`config.mk`:
```
export PLATFORM = sky130hd
export DESIGN_NAME = cluster_map_serializer
export DESIGN_NICKNAME = d
export VERILOG_FILES = /design/src/rtl/cluster_map_pkg.sv /design/src/rtl/cluster_row_popcount.sv /design/src/rtl/cluster_map_serializer.sv
export SDC_FILE = /design/constraint.sdc
export NUM_CORES = 2
export LEC_CHECK = 0
export CORE_AREA = 2 2 599 601
export CTS_CLUSTER_DIAMETER = 40
export DETAILED_ROUTE_END_ITERATION = 10
export DIE_AREA = 0 0 601 603
export GPL_ROUTABILITY_DRIVEN = 1
export PLACE_DENSITY = 0.36
export SYNTH_ARGS = -nofsm -noshare
export SYNTH_HDL_FRONTEND = slang
export SYNTH_HIERARCHICAL = 1
export SYNTH_SLANG_ARGS = --single-unit
```
`constraint.sdc`:
```
create_clock -name clk -period 5 [get_ports clk]
set_input_delay 0.5 -clock clk [delete_from_list [all_inputs] [get_ports clk]]
set_output_delay 0.5 -clock clk [all_outputs]
set_load 0.05 [all_outputs]
```
`src/rtl/cluster_map_pkg.sv`:
```
// cluster_map_pkg: constants, FSM state type and trailer builder shared by
// the cluster map serializer and its row popcount helper.
// Optional feature macro: CLUSTER_MAP_TRAILER_EN (hit counter + trailer word).
`timescale 1ns/1ps
package cluster_map_pkg;

  localparam int MAP_ROWS  = 38;
  localparam int MAP_WIDTH = 38;
  localparam int HIT_W     = 11;

  localparam logic [15:0] SYNC_PATTERN = 16'hAAAA;
  localparam logic [10:0] TRAILER_MARK = 11'h7FF;

  typedef enum logic [1:0] {
    S_IDLE,
    S_HDR,
    S_ROWS,
    S_TRL
  } state_t;

  // Trailer: {mark bit, 11-bit marker, fiber id, 5'b0, hit count}.
  function automatic logic [MAP_WIDTH-1:0] make_trailer(input logic [9:0]       fid,
                                                        input logic [HIT_W-1:0] hits);
    return {1'b1, TRAILER_MARK, fid, 5'b0, hits};
  endfunction

endpackage

```
`src/rtl/cluster_row_popcount.sv`:
```
// cluster_row_popcount: combinational population count of one map row.
// Ports:
//   row   in  WIDTH  row bits
//   count out 6      number of set bits (WIDTH must be <= 63)
`timescale 1ns/1ps
module cluster_row_popcount #(
  parameter int WIDTH = 38
) (
  input  logic [WIDTH-1:0] row,
  output logic [5:0]       count
);

  always_comb begin
    count = '0;
    for (int i = 0; i < WIDTH; i++) begin
      count = count + 6'(row[i]);
    end
  end

endmodule

```
`src/rtl/cluster_map_serializer.sv`:
```
// cluster_map_serializer: captures a single-cycle hit-map frame (header plus
// ROWS rows) and streams it out one WIDTH-bit word per valid/ready handshake.
// Frames arriving while a frame is still streaming are dropped and counted.
// Optional feature macro: CLUSTER_MAP_TRAILER_EN adds a per-frame hit counter
// and a trailer word carrying it (eof moves from the last row to the trailer).
// Ports:
//   clk, rst     clock, synchronous active-high reset
//   map_hdr      mapper header, bit WIDTH-1 is the frame strobe
//   map_rows     flattened rows, row i at [WIDTH*i +: WIDTH]
//   dout         output word (zero when dout_valid is low)
//   dout_valid   word valid
//   dout_ready   downstream ready
//   dout_sof     high with the header word
//   dout_eof     high with the last word of the frame
//   busy         frame buffered and not fully sent
//   drop_cnt     dropped frame count, saturating
// The trailer layout assumes WIDTH == 38.
`timescale 1ns/1ps
module cluster_map_serializer
  import cluster_map_pkg::*;
#(
  parameter int ROWS  = MAP_ROWS,
  parameter int WIDTH = MAP_WIDTH
) (
  input  logic                  clk,
  input  logic                  rst,
  input  logic [WIDTH-1:0]      map_hdr,
  input  logic [ROWS*WIDTH-1:0] map_rows,
  output logic [WIDTH-1:0]      dout,
  output logic                  dout_valid,
  input  logic                  dout_ready,
  output logic                  dout_sof,
  output logic                  dout_eof,
  output logic                  busy,
  output logic [15:0]           drop_cnt
);

  localparam int               IDX_W    = $clog2(ROWS);
  localparam logic [IDX_W-1:0] LAST_ROW = IDX_W'(ROWS - 1);

  state_t                state_q, state_d;
  logic [IDX_W-1:0]      idx_q, idx_d;
  logic [WIDTH-1:0]      hdr_q;
  logic [ROWS*WIDTH-1:0] rows_q;
  logic [WIDTH-1:0]      dout_d;
  logic                  sof_d, eof_d;
  logic                  strobe, hs, eof_hs, capture;

  function automatic logic [WIDTH-1:0] row_at(input logic [ROWS*WIDTH-1:0] r,
                                              input logic [IDX_W-1:0]      i);
    return r[int'(i)*WIDTH +: WIDTH];
  endfunction

  assign strobe  = map_hdr[WIDTH-1];
  assign hs      = dout_valid & dout_ready;
  assign eof_hs  = hs & dout_eof;
  // A new frame is taken when idle or exactly as the last word leaves.
  assign capture = strobe & (~busy | eof_hs);

`ifdef CLUSTER_MAP_TRAILER_EN
  logic [HIT_W-1:0] hits_q, hits_d;
  logic [WIDTH-1:0] cur_row;
  logic [5:0]       row_pop;

  assign cur_row = row_at(rows_q, idx_q);

  cluster_row_popcount #(.WIDTH(WIDTH)) u_pop (
    .row   (cur_row),
    .count (row_pop)
  );

  always_comb begin
    hits_d = hits_q;
    if (capture) begin
      hits_d = '0;
    end else if (state_q == S_ROWS && hs) begin
      hits_d = hits_q + HIT_W'(row_pop);
    end
  end

  always_ff @(posedge clk) begin
    if (rst) begin
      hits_q <= '0;
    end else begin
      hits_q <= hits_d;
    end
  end
`endif

  always_comb begin
    state_d = state_q;
    idx_d   = idx_q;
    case (state_q)
      S_IDLE: if (capture) state_d = S_HDR;
      S_HDR: begin
        if (hs) begin
          state_d = S_ROWS;
          idx_d   = '0;
        end
      end
      S_ROWS: begin
        if (hs) begin
          if (idx_q == LAST_ROW) begin
`ifdef CLUSTER_MAP_TRAILER_EN
            state_d = S_TRL;
`else
            state_d = capture ? S_HDR : S_IDLE;
`endif
          end else begin
            idx_d = idx_q + IDX_W'(1);
          end
        end
      end
      S_TRL: if (hs) state_d = capture ? S_HDR : S_IDLE;
      default: state_d = S_IDLE;
    endcase
  end

  // Outputs are computed from the next state so they can be registered
  // without adding a cycle of latency.
  always_comb begin
    dout_d = '0;
    sof_d  = 1'b0;
    eof_d  = 1'b0;
    case (state_d)
      S_HDR: begin
        dout_d = capture ? map_hdr : hdr_q;
        sof_d  = 1'b1;
      end
      S_ROWS: begin
        dout_d = row_at(rows_q, idx_d);
`ifndef CLUSTER_MAP_TRAILER_EN
        eof_d  = (idx_d == LAST_ROW);
`endif
      end
`ifdef CLUSTER_MAP_TRAILER_EN
      S_TRL: begin
        dout_d = make_trailer(hdr_q[25:16], hits_d);
        eof_d  = 1'b1;
      end
`endif
      default: ;
    endcase
  end

  always_ff @(posedge clk) begin
    if (rst) begin
      state_q    <= S_IDLE;
      idx_q      <= '0;
      hdr_q      <= '0;
      rows_q     <= '0;
      dout       <= '0;
      dout_valid <= 1'b0;
      dout_sof   <= 1'b0;
      dout_eof   <= 1'b0;
      busy       <= 1'b0;
      drop_cnt   <= '0;
    end else begin
      state_q    <= state_d;
      idx_q      <= idx_d;
      if (capture) begin
        hdr_q  <= map_hdr;
        rows_q <= map_rows;
      end
      dout       <= dout_d;
      dout_valid <= (state_d != S_IDLE);
      busy       <= (state_d != S_IDLE);
      dout_sof   <= sof_d;
      dout_eof   <= eof_d;
      if (strobe && busy && !eof_hs && drop_cnt != 16'hFFFF) begin
        drop_cnt <= drop_cnt + 16'd1;
      end
    end
  end

endmodule

```
**Word-level counts from Yosys, hierarchy flattened**

Cells that the tools add are included.

- Shift operators: 1
- Reduce and logical (&&, ||, !) cells: 7
- $add $sub $neg: 2
- Equal/unequal tests: 8
- Mux-type cells: 14
- Bitwise gates (word level): 6
- Multipliers: 1

Operator list:

| kind | number |
|---|---|
| 1444-bit by 13-bit variable part select with 38-bit output | 1 |
| 38-bit one-hot mux with 2 select lines | 1 |
| 38-bit 2-to-1 mux | 1 |
| 6-bit 2-to-1 mux | 3 |
| 16-bit by 1-bit adder with 16-bit output, second input constant | 1 |
| 16-bit inequality test, second input constant | 1 |
| 6-bit == test, second input constant | 2 |
| 6-bit one-hot mux with 2 select lines | 1 |
| 6-bit by 5-bit multiplier with 11-bit output, second input constant | 1 |
| 2-bit 2-to-1 mux | 5 |
| 2-bit one-hot mux with 4 select lines | 1 |
| 6-bit by 1-bit adder with 6-bit output, second input constant | 1 |
| 2-bit == test, second input constant | 3 |
| 2-bit by 1-bit == test with 1-bit output, second input constant | 2 |
| 1-bit bitwise AND | 3 |
| 1-bit logical AND | 3 |
| 2-bit zero test | 1 |
| 1-bit 2-to-1 mux | 2 |
| 1-bit NOT | 2 |
| 2-bit nonzero test | 1 |
| 2-bit OR reduction | 1 |
| 1-bit zero test | 1 |
| 1-bit bitwise OR | 1 |

- Input bits: 1485
- Output and inout port bits: 58
- Register bits after elaboration: 1547
- Word-level logic and storage cells: 48

**Depth between registers and ports, before layout**

- Depth in word-level cells: 11
- Depth in mapped cells: 16

**Worst setup path after synthesis**

No wires, ideal clock.

- Kind: reg2reg
- Start point: register dout_eof
- End point: register dout[31]
- Cell stages (with the launch flop): 14
- Data required time: 4918 ps
- Data arrival time: 3000 ps
- Slack: 1918 ps
- Setup time: 82 ps
- Path buffers: 3
- Path through: dfxtp_1 nand2_1 nand2_1 and2_1 clkbuf_1 clkbuf_1 o21ai_0 o21a_1 ha_1 nand3b_1 nor3_1 clkbuf_1 o21ai_0 o2111ai_1

- Cells in the longest elaborated chain, start to end: 9

RTL lines:

| item | line | text |
|---|---|---|
| from (decl) | cluster_map_serializer.sv:33 | `output logic dout_eof,` |
| from (signal assigned) | cluster_map_serializer.sv:169 | `dout_eof <= eof_d;` |
| 1-bit bitwise AND (*) | cluster_map_serializer.sv:56 | `assign eof_hs = hs & dout_eof;` |
| 1-bit bitwise OR (*) | cluster_map_serializer.sv:58 | `assign capture = strobe & (~busy \| eof_hs);` |
| 1-bit bitwise AND (*) | cluster_map_serializer.sv:58 |  |
| 1-bit 2-to-1 mux | cluster_map_serializer.sv:107, cluster_map_serializer.sv:114 |  |
| 2-bit 2-to-1 mux | cluster_map_serializer.sv:103 | `if (idx_q == LAST_ROW) begin` |
| 2-bit 2-to-1 mux | cluster_map_serializer.sv:102 | `if (hs) begin` |
| 2-bit one-hot mux with 4 select lines | cluster_map_serializer.sv:93 | `case (state_q)` |
| 2-bit == test / 2-bit by 1-bit == test with 1-bit output (equally long branches) | cluster_map_serializer.sv:125 | `case (state_d)` |
| 38-bit one-hot mux with 2 select lines (*) | cluster_map_serializer.sv:125 |  |
| to (signal assigned) | cluster_map_serializer.sv:165 | `dout <= dout_d;` |
| to (decl) | cluster_map_serializer.sv:29 | `output logic [WIDTH-1:0] dout,` |

Every way passes the cells marked *; elsewhere a longest branch is shown, timed or not.
A chain may end at the register's enable or synchronous reset.

**Final worst setup path**

- Start point: register state_q[1]
- End point: register dout[18]

- Cells in the longest elaborated chain, start to end: 5

RTL lines:

| item | line | text |
|---|---|---|
| from (decl) | cluster_map_serializer.sv:41 | `state_t state_q, state_d;` |
| from (signal assigned) | cluster_map_serializer.sv:159 | `state_q <= state_d;` |
| 2-bit == test, or another cell as far along | cluster_map_serializer.sv:93 |  |
| 6-bit one-hot mux with 2 select lines / 2-bit 2-to-1 mux (equally long branches) | cluster_map_serializer.sv:93, cluster_map_serializer.sv:102 |  |
| 6-bit by 5-bit multiplier with 11-bit output / 2-bit one-hot mux with 4 select lines (equally long branches) | cluster_map_serializer.sv:51, cluster_map_serializer.sv:93 |  |
| 1444-bit by 13-bit variable part select with 38-bit output, or another cell as far along | cluster_map_serializer.sv:51 | `return r[int'(i)*WIDTH +: WIDTH];` |
| 38-bit one-hot mux with 2 select lines (*) | cluster_map_serializer.sv:125 |  |

Marks and branches as above.

==> summary.txt <==
CTS
  – Setup repair bufs after CTS: 0
  – CTS root buf: clkbuf_16
  – TritonCTS buffer count: 372
  – Clock Pin Slew Worst Setup and Hold Paths: 0.04 ns
  – Max Root-Sink Buffers: 4
  – CTS tree: done
  – H-tree levels: 5
  – Clk_lat worst skew: 0.95 ns
  – # hold bufs at CTS: 0
  – CTS sink count: 1,547

Place
  – GP Congestion: 0.905
  – Number of port buffers: 1,542
  – Hpwl dp: 346,000 um

Floorplan
  – Die Y: 603 um
  – # IOs: 1,543
  – Initial Util: 18.5%
  – Die Width: 601 um
  – Die Area: 362,000 um^2
  – Rows: 219
  – Core Area: 355,000 um^2

STA
  – Max-slew violations: 0
  – Fmax: 209 MHz
  – Tightest hold margin: 0.0547 ns
  – Clock Skew: 0.0537 ns
  – RSZ-0062 raised after global routing: false
  – Final Hold Vio Count: 0
  – Crit share post-route: 95.6%
  – Setup-failing EPs final: 0
  – Max-slew headroom: 17.4%
  – Period minus WS final: 4.78 ns
  – Worst-Margin Slew: 1.23 ns

Logic synthesis
  – Cell taking the most area after synthesis: dfxtp_1
  – Post-synth top cells: 3,414 x nand2_1, 1,547 x dfxtp_1, 1,491 x a21oi_1, 594 x clkbuf_1, 501 x mux2i_1
  – Post-Syn Nets: 10,213
  – Gate count of the mapped netlist: 8,718
  – Register bit count reported by yosys: 1,547
  – Top_reg_cell synth: dfxtp_1
  – Post-synthesis sequential area ratio: 47.1%
  – EDFF count, synth: 0
  – Yosys warns: 6
  – Top-count cell post-synth: nand2_1
  – Avg Cell Area, Syn: 7.54 um^2
  – Top area cells in the synthesized netlist: dfxtp_1 47%, nand2_1 20%, a21oi_1 11%
  – Synth Cell Area: 65,700 um^2
  – Netlist cell types: 62
  – Yosys top cell area share: 47.1%
  – Ys async rst share: 0%

Setup path
  – WP data required: 5.75 ns
  – Critical Path End Type: flip-flop
  – Arrival @ worst endpoint: 5.53 ns
  – Crit path max fanout: 22
  – Slowest CP cell: o31ai_2
  – Slowest stage delay, CP: 1.02 ns
  – Critical path class: flip-flop to flip-flop
  – Most Frequent Cell on Critical Path: buf_12
  – CP startpoint kind: flip-flop
  – Worst-path cell chain: inv_1 -> ha_1 -> nand2_2 -> a2111oi_4 -> a31o_4 -> buf_12 -> buf_12 -> mux2i_1 -> nor3_1 -> or4_1 -> o31ai_2 -> o2111ai_1

Power and ir drop
  – Pwr/cell area: 432 nW/um^2
  – Peak VDD IR: 0.000268 V
  – Leakage power total: 36.1 nW
  – Overall Power: 44.0 mW

Drt
  – Vias per cell: 4.52
  – Routed WL: 443,000 um
  – DRC: 0
  – WL/cell: 28.7 um
  – DRT antenna net count: 0
  – Vias: 69,703
  – DR pass1 iterations: 5
  – DRT iter0 DRCs: 5,010

Global route
  – All-Layer GR Usage: 23.4%
  – Antenna violations before repair: 170
  – Gr busiest metal: met2
  – First-pass GRT wire length: 593,000 um
  – Met2 usage: 43.4%
  – Met1 usage: 26.0%
  – M3 GR Usage: 3.57%
  – Vias in the first global route: 71,133
  – Largest net degree at the start of global routing: 197
  – Total gr overflow: 0

Run
  – MaxCap Viol Count: 0

Layout
  – Area Overhead vs Synth: 55.1%
  – Final nets: 11,781
  – Share of post-route cells with drive strength above 1: 10.3%

Hold path
  – Hold Path Class: primary input to flip-flop

Outcome
  – Status: finished clean
kinds of logic after synthesis:
group	synth area share [%]
multiplexers	7.70
AO/OA/AOI/OAI	15.7
XOR/XNOR	0.160
flip-flops	47.1
adder cells (fa/ha/maj)	0.190
buffers and inverters	4.77
AND/OR/NAND/NOR	24.3
sequential cells by signal (all words and copies together) (netlist names), 2 cells and up:
signal / count
idx_q: 6
hdr_q: 38
drop_cnt: 16
state_q: 2
dout: 38
rows_q: 1444
metrics by stage:
| stage | util (%) | setup slack [ns] | cells | setup TNS, ns | instance area (um^2) |
|---|---|---|---|---|---|
| 6_report | 28.7 | 0.220 | 15426 | 0 | 102000 |
| 3_5_place_dp | 24.8 | -0.221 | 14663 | -0.564 | 88300 |
| 3_3_place_gp | 24.8 | -0.248 | 14663 | -0.795 | 88300 |
| 2_1_floorplan | - | 1.92 | 8718 | 0 | 65700 |
| 5_1_grt | 28.7 | 0.0704 | 15398 | 0 | 102000 |
| 4_1_cts | 28.6 | 0.108 | 15350 | 0 | 102000 |
final timing paths:
check                                 start           to  cells after the start  slack [ns]
worst min-delay path                    rst  rows_q[450]                      2        0.05
worst min register to register  rows_q[393]  rows_q[393]                      2        0.45
worst max register to register   state_q[1]     dout[18]                     12        0.22
worst max-delay path             state_q[1]     dout[18]                     12        0.22
worst max-delay path: cells and delay by family (launching register included):
family / cells / cell delay, ns
muxes: 1 / 0.26
and+or+nand+nor: 3 / 0.95
buffers and inverters: 3 / 0.47
adders and majority gates: 1 / 0.46
DFF: 1 / 0.39
AOI/OAI and AO/OA: 4 / 2.01
power by group:
part / internal (mW) / leakage (nW) / switching [mW] / total, mW
combinational: 1.90 / 17.0 / 2.55 / 4.45
clock: 17.5 / 6.40 / 8.35 / 25.8
sequential: 13.2 / 12.7 / 0.578 / 13.8
cell usage in the layout, fill, tap and decap left out, types with 9 or more instances in the layout:
cell / instances
diode_2: 76
clkinv_2: 50
and3_1: 10
clkdlybuf4s50_1: 1541
inv_1: 9
o31ai_2: 16
o21ai_0: 38
a211o_1: 52
buf_4: 304
bufinv_16: 53
o22ai_1: 104
ha_1: 10
buf_12: 85
nor2_1: 75
nor3_1: 236
nand2_1: 3410
a32oi_1: 39
dfxtp_1: 1547
o2111ai_1: 42
clkinvlp_4: 48
nand4_1: 49
clkbuf_1: 53
clkbuf_16: 375
a31oi_1: 41
a21oi_1: 1491
clkinv_16: 12
or4_1: 36
xor2_1: 10
nand3_1: 162
clkinv_4: 18
clkbuf_8: 64
o31ai_1: 10
mux2i_1: 501
cell type report:
type / count / area (um^2)
Multi-Input combinational cell: 6425 / 32000
Timing Repair Buffer: 1931 / 19400
Tap cell: 4751 / 5940
Sequential cell: 1547 / 31000
Clock buffer: 492 / 10500
Inverter: 9 / 33.8
Clock inverter: 195 / 2910
Fill cell: 38588 / 253000
Antenna cell: 76 / 190
what timing repair did:
item | in CTS | in global routing
pin swaps | 0 | 0
gates resized for setup | 2 | 2
setup endpoints to repair | 2 | 2
per-layer routing:
metal,vias up,share of wire [%],wire [um]
li1,32628,-,-
met1,34017,39,172000
met3,733,4.4,19700
met2,2281,52,232000
met4,44,4.5,19800
met5,-,0.064,283
Note: power is estimated with default switching activity, not from simulation.
